### src/rtl/rsa_run_controller.sv
// Run sequencer: hold the CPU in reset until a start edge, run to EndFlag (or watchdog),
// drain the pipeline, then stream a window of data memory byte-by-byte to the UART TX.
// Latency: FETCH/WAIT/SEND per byte (>= 3 cycles/byte); SEND holds tx_valid/tx_data until tx_ready.
module rsa_run_controller #(
  parameter int ADDR_W       = 10,
  parameter int DUMP_BASE    = 0,
  parameter int DUMP_LEN     = 256,
  parameter int DRAIN_CYCLES = 4,
  parameter int TIMEOUT      = 2**20
) (
  input  logic              clk,
  input  logic              reset,
  input  logic              start,
  input  logic              end_flag,
  output logic              cpu_rst,
  output logic              cpu_en,
  output logic [ADDR_W-1:0] mem_addr,
  input  logic [7:0]        mem_rdata,
  output logic              tx_valid,
  output logic [7:0]        tx_data,
  input  logic              tx_ready,
  output logic              com_flag,
  output logic [7:0]        serial_ctr,
  output logic              busy,
  output logic              done,
  output logic              timeout
);

  typedef enum logic [2:0] {
    S_IDLE, S_RUN, S_DRAIN, S_FETCH, S_WAIT, S_SEND, S_DONE
  } state_t;

  localparam logic [31:0]       TIMEOUT_LAST = 32'(TIMEOUT - 1);
  localparam logic [31:0]       DRAIN_LOAD   = 32'(DRAIN_CYCLES);
  localparam logic [31:0]       LAST_IDX     = 32'(DUMP_LEN - 1);
  localparam logic [ADDR_W-1:0] BASE_ADDR    = ADDR_W'(DUMP_BASE);
  // With nothing to dump the drain goes straight to DONE.
  localparam state_t            POST_DRAIN   = (DUMP_LEN == 0) ? S_DONE : S_FETCH;

  state_t      state_q, state_d;
  logic        start_prev_q, start_prev_d;
  logic [31:0] run_ctr_q, run_ctr_d;
  logic [31:0] drain_ctr_q, drain_ctr_d;
  logic [31:0] idx_q, idx_d;
  logic [7:0]  tx_data_q, tx_data_d;
  logic [7:0]  serial_ctr_q, serial_ctr_d;
  logic        timeout_q, timeout_d;
  logic        start_rise;

  assign start_rise = start && !start_prev_q;

  // State register; the edge detector resets high so a start held through reset is not an edge.
  always_ff @(posedge clk or posedge reset) begin
    if (reset) begin
      state_q      <= S_IDLE;
      start_prev_q <= 1'b1;
      run_ctr_q    <= '0;
      drain_ctr_q  <= '0;
      idx_q        <= '0;
      tx_data_q    <= '0;
      serial_ctr_q <= '0;
      timeout_q    <= 1'b0;
    end else begin
      state_q      <= state_d;
      start_prev_q <= start_prev_d;
      run_ctr_q    <= run_ctr_d;
      drain_ctr_q  <= drain_ctr_d;
      idx_q        <= idx_d;
      tx_data_q    <= tx_data_d;
      serial_ctr_q <= serial_ctr_d;
      timeout_q    <= timeout_d;
    end
  end

  // Next-state and datapath updates; end_flag takes priority over the watchdog terminal count.
  always_comb begin
    state_d      = state_q;
    start_prev_d = start;
    run_ctr_d    = run_ctr_q;
    drain_ctr_d  = drain_ctr_q;
    idx_d        = idx_q;
    tx_data_d    = tx_data_q;
    serial_ctr_d = serial_ctr_q;
    timeout_d    = timeout_q;
    unique case (state_q)
      S_IDLE, S_DONE: begin
        if (start_rise) begin
          state_d      = S_RUN;
          run_ctr_d    = '0;
          idx_d        = '0;
          serial_ctr_d = '0;
          timeout_d    = 1'b0;
        end
      end
      S_RUN: begin
        run_ctr_d = run_ctr_q + 32'd1;
        if (end_flag || (TIMEOUT != 0 && run_ctr_q == TIMEOUT_LAST)) begin
          drain_ctr_d = DRAIN_LOAD;
          state_d     = (DRAIN_CYCLES == 0) ? POST_DRAIN : S_DRAIN;
          if (!end_flag) timeout_d = 1'b1;
        end
      end
      S_DRAIN: begin
        if (drain_ctr_q <= 32'd1) state_d = POST_DRAIN;
        else drain_ctr_d = drain_ctr_q - 32'd1;
      end
      S_FETCH: state_d = S_WAIT;
      S_WAIT: begin
        tx_data_d = mem_rdata;
        state_d   = S_SEND;
      end
      S_SEND: begin
        if (tx_ready) begin
          serial_ctr_d = serial_ctr_q + 8'd1;
          idx_d        = idx_q + 32'd1;
          state_d      = (idx_q == LAST_IDX) ? S_DONE : S_FETCH;
        end
      end
      default: state_d = S_IDLE;
    endcase
  end

  // Outputs decode directly from the state so an async reset clears them in the same cycle.
  always_comb begin
    cpu_rst    = (state_q == S_IDLE) || (state_q == S_DONE);
    cpu_en     = (state_q == S_RUN) || (state_q == S_DRAIN);
    com_flag   = (state_q == S_FETCH) || (state_q == S_WAIT) || (state_q == S_SEND);
    tx_valid   = (state_q == S_SEND);
    busy       = !cpu_rst;
    done       = (state_q == S_DONE);
    mem_addr   = BASE_ADDR + idx_q[ADDR_W-1:0];
    tx_data    = tx_data_q;
    serial_ctr = serial_ctr_q;
    timeout    = timeout_q;
  end

endmodule
### config.mk
export PLATFORM = sky130hd
export DESIGN_NAME = rsa_run_controller
export DESIGN_NICKNAME = d
export VERILOG_FILES = /design/src/rtl/rsa_run_controller.sv
export SDC_FILE = /design/constraint.sdc
export NUM_CORES = 1
export LEC_CHECK = 0
export ABC_AREA = 1
export CELL_PAD_IN_SITES_DETAIL_PLACEMENT = 0
export CELL_PAD_IN_SITES_GLOBAL_PLACEMENT = 2
export CORE_ASPECT_RATIO = 0.5
export CORE_MARGIN = 4
export CORE_UTILIZATION = 36
export DETAILED_ROUTE_END_ITERATION = 10
export HOLD_SLACK_MARGIN = 0.03
export PLACE_DENSITY_LB_ADDON = 0.08
export RECOVER_POWER = 25
export SKIP_CTS_REPAIR_TIMING = 1
export SLEW_MARGIN = 20
export SYNTH_ARGS = -nofsm -noshare
export SYNTH_HDL_FRONTEND = slang
export SYNTH_SLANG_ARGS = --single-unit
### constraint.sdc
create_clock -name clk -period 6.4 [get_ports clk]
set_input_delay 1.28 -clock clk [delete_from_list [all_inputs] [get_ports clk]]
set_output_delay 1.28 -clock clk [all_outputs]
set_load 0.1 [all_outputs]
==> results.md <==
- Syn Nets: 1183
- Synth Cell Area: 7630 sq um
- PwrDens: 566 nW/um^2
- Most common cell in the netlist: nand2_1
- RSZ-0062 raised after global routing: no
- Worst setup EP type: primary output
- VDD IR max: 0.242 mV
- Count of input and output buffers: 45
- Critical path class: flop to primary output
- Initial antenna violation count: 0
- Finished Core Util: 43.0%
- Layout cells sized above 1: 5.61%
- Wire per inst: 14.5 um
- Crit Path Max Fanout: 32
- H-tree Lvls: 4
- Routability Congestion: 0.854
- Instance count of the mapped netlist: 1165
- Slew headroom: -73.7%
- Number of buffers created by CTS: 17
- Failing checks: max-capacitance violations, max-slew violations
- Die footprint: 23700 sq um
- Die width: 214 um
- Area Growth Syn to Fin: 16.5%
- Non-filler cells, final: 1486
- Largest net degree at the start of global routing: 64
- Clock skew: 9.62 ps
- Later-pin clock latency in the skew report: 430 ps
- Final wirelength: 21600 um
- Congestion Overflow GR: 0
- Sequential fraction of the synthesis area: 38.4%
- Sink Count: 117
- MaxCap Viol Count: 1
- Main synth FF type: dfrtp_1
- Worst min path class: flop to flop
- Logic pwr share: 55.0%
- Worst setup margin: 2170 ps
- Drt drc: 0
- Antenna Cells: 0
- Synth cell types: 43
- CTS clk-pin slew, worst paths: 60 ps
- CTS root buf: clkbuf_16
- Hold Fails Final Rpt: 0
- Fin crit share: 66.1%
- Fmax: 236 MHz
- Post-Place Worst Slack: 2580 ps
- Worst Tran Pin Value: 2590 ps
- CTS tree: done
- Critical path data arrival time: 2950 ps
- Longest Clk Path Bufs: 2
- Nets: 1218
- DP HPWL: 15400 um
- Finish-stage setup viols: 0
- Placed Cells incl. Taps: 1454
- Ys async rst share: 100%
- Initial Util: 36.9%
- Flop pwr share: 23.1%
- Routed vias/inst: 4.85
- Synth cell count leaders: nand2_1, nor2_1, inv_1, dfrtp_1, nand3_1
- Int Pwr: 2.41 mW
- Slew Limit Fails: 56
- Synth area leader: dfrtp_1
- Leakage: 4.11 nW
- Multi-input logic area: 3930 sq um
- Min Tclk post-route: 4230 ps
- ANT nets after route: 0
- Cell Rows: 37
- Syn Area/Cell: 6.55 sq um
- Fill count: 2183
- Clock share of power: 21.9%
- Seq cells post-synth: 117
- Core area: 20700 sq um
- CP startpoint kind: flop
- Ports: 46
- First-pass GRT wire length: 36200 um
- Area occupied by registers: 2930 sq um
- Status: finished with violations
- Die height: 111 um
- Initial DRC count: 516
- Switch Pwr: 2.63 mW
- Number of global-route vias before repair: 7119
- Required time worst endpoint: 5120 ps
- Switching Share: 52.1%
- Area contributors post-synth: dfrtp_1, nand2_1, nor2_1, inv_1, nand3_1
- Share of the synthesized area in the top cell type: 38.0%
- Post-synth EDFFs: 0
- Yosys warns: 0
- Drt first pass iters: 5
- Vias post-DR: 7200
- Setup Total Neg Slack: 0 ps
- Total GRT Usage: 18.6%
[power groups by stage]
stage | combinational [mW] | sequential, mW | clock, mW
6_report | 2.77 | 1.16 | 1.10
5_1_grt | 3.14 | 1.20 | 1.16
4_1_cts | 2.81 | 1.16 | 1.12
3_5_place_dp | 2.80 | 1.18 | 0
3_3_place_gp | 2.78 | 1.17 | 0
2_1_floorplan | 1.95 | 1.37 | 0
[placed cells by master (no fill, tap or decap), types with 4 or more instances in the layout]
cell type,count
inv_1,136
nand4_1,36
nand3_1,67
nor2_2,5
ha_1,5
inv_2,5
xor2_1,15
a21oi_1,23
dfrtp_1,116
dlygate4sd3_1,10
o21ai_0,45
mux2_2,8
clkdlybuf4s50_1,35
o21ai_1,4
nand2_1,389
bufinv_16,5
nor2_1,200
o31ai_1,6
nor3_1,42
clkbuf_16,17
[worst max-delay path: stages (launching register included)]
cell and delay, ps:
dfrtp_1 430, inv_2 100, nand2_2 80, nor2_1 240, inv_2 300, nand2_1 210, clkdlybuf4s50_1 1160
[final cells by class]
class | instances | share of cell area, %
sequential | 117 | 33.0
clock inverter | 12 | 2.24
timing repair buffer | 48 | 5.32
inverter | 145 | 6.19
multi-input combinational | 871 | 44.2
clock buffer | 20 | 5.25
tap | 273 | 3.84
[per-stage QoR]
stage	cell area (sq um)	power, mW	hold WS, ps
floorplan	7630	3.31	464
detailed placement	8240	3.97	464
global route	8890	5.49	504
finish	8890	5.03	475
CTS	8910	5.09	481
global placement	8240	3.95	464
[routing by layer]
layer	track usage (%)	up-vias	part of all wire (%)
met1	25.1	3352	50
met5	0	-	0
li1	-	3734	-
met2	31.2	101	46
met3	3.64	13	3.0
met4	4.32	0	0.99
[logic make-up after synthesis]
logic type,synth area share (%)
buffers and inverters,9.93
DFF,38.4
xor gates and xnor gates,1.95
and+or+nand+nor,41.5
adders and majority gates,0.820
muxes,1.31
AOI/OAI and AO/OA,6.10
[registers in the layout, indices dropped and copies added, names as in the netlist]
signal and flops:
drain_ctr_q 32, idx_q 32, run_ctr_q 32, serial_ctr 8, tx_data 8, state_q 3, start_prev_q 1, timeout 1
[worst paths after layout]
check,startpoint,end,slack [ps],depth (start not counted)
setup / recovery,state_q[2]$_DFFE_PP0P_,cpu_en,2170,6
min in group asynchronous,reset,state_q[0]$_DFFE_PP0P_,2020,2
hold / removal,timeout$_DFFE_PP0P_,timeout$_DFFE_PP0P_,470,2
setup reg to reg,state_q[0]$_DFFE_PP0P_,idx_q[11]$_DFFE_PP0P_,3520,8
hold reg to reg,timeout$_DFFE_PP0P_,timeout$_DFFE_PP0P_,470,2
max in group asynchronous,reset,idx_q[16]$_DFFE_PP0P_,2610,3
No activity file was read; power rests on OpenSTA's default activity.
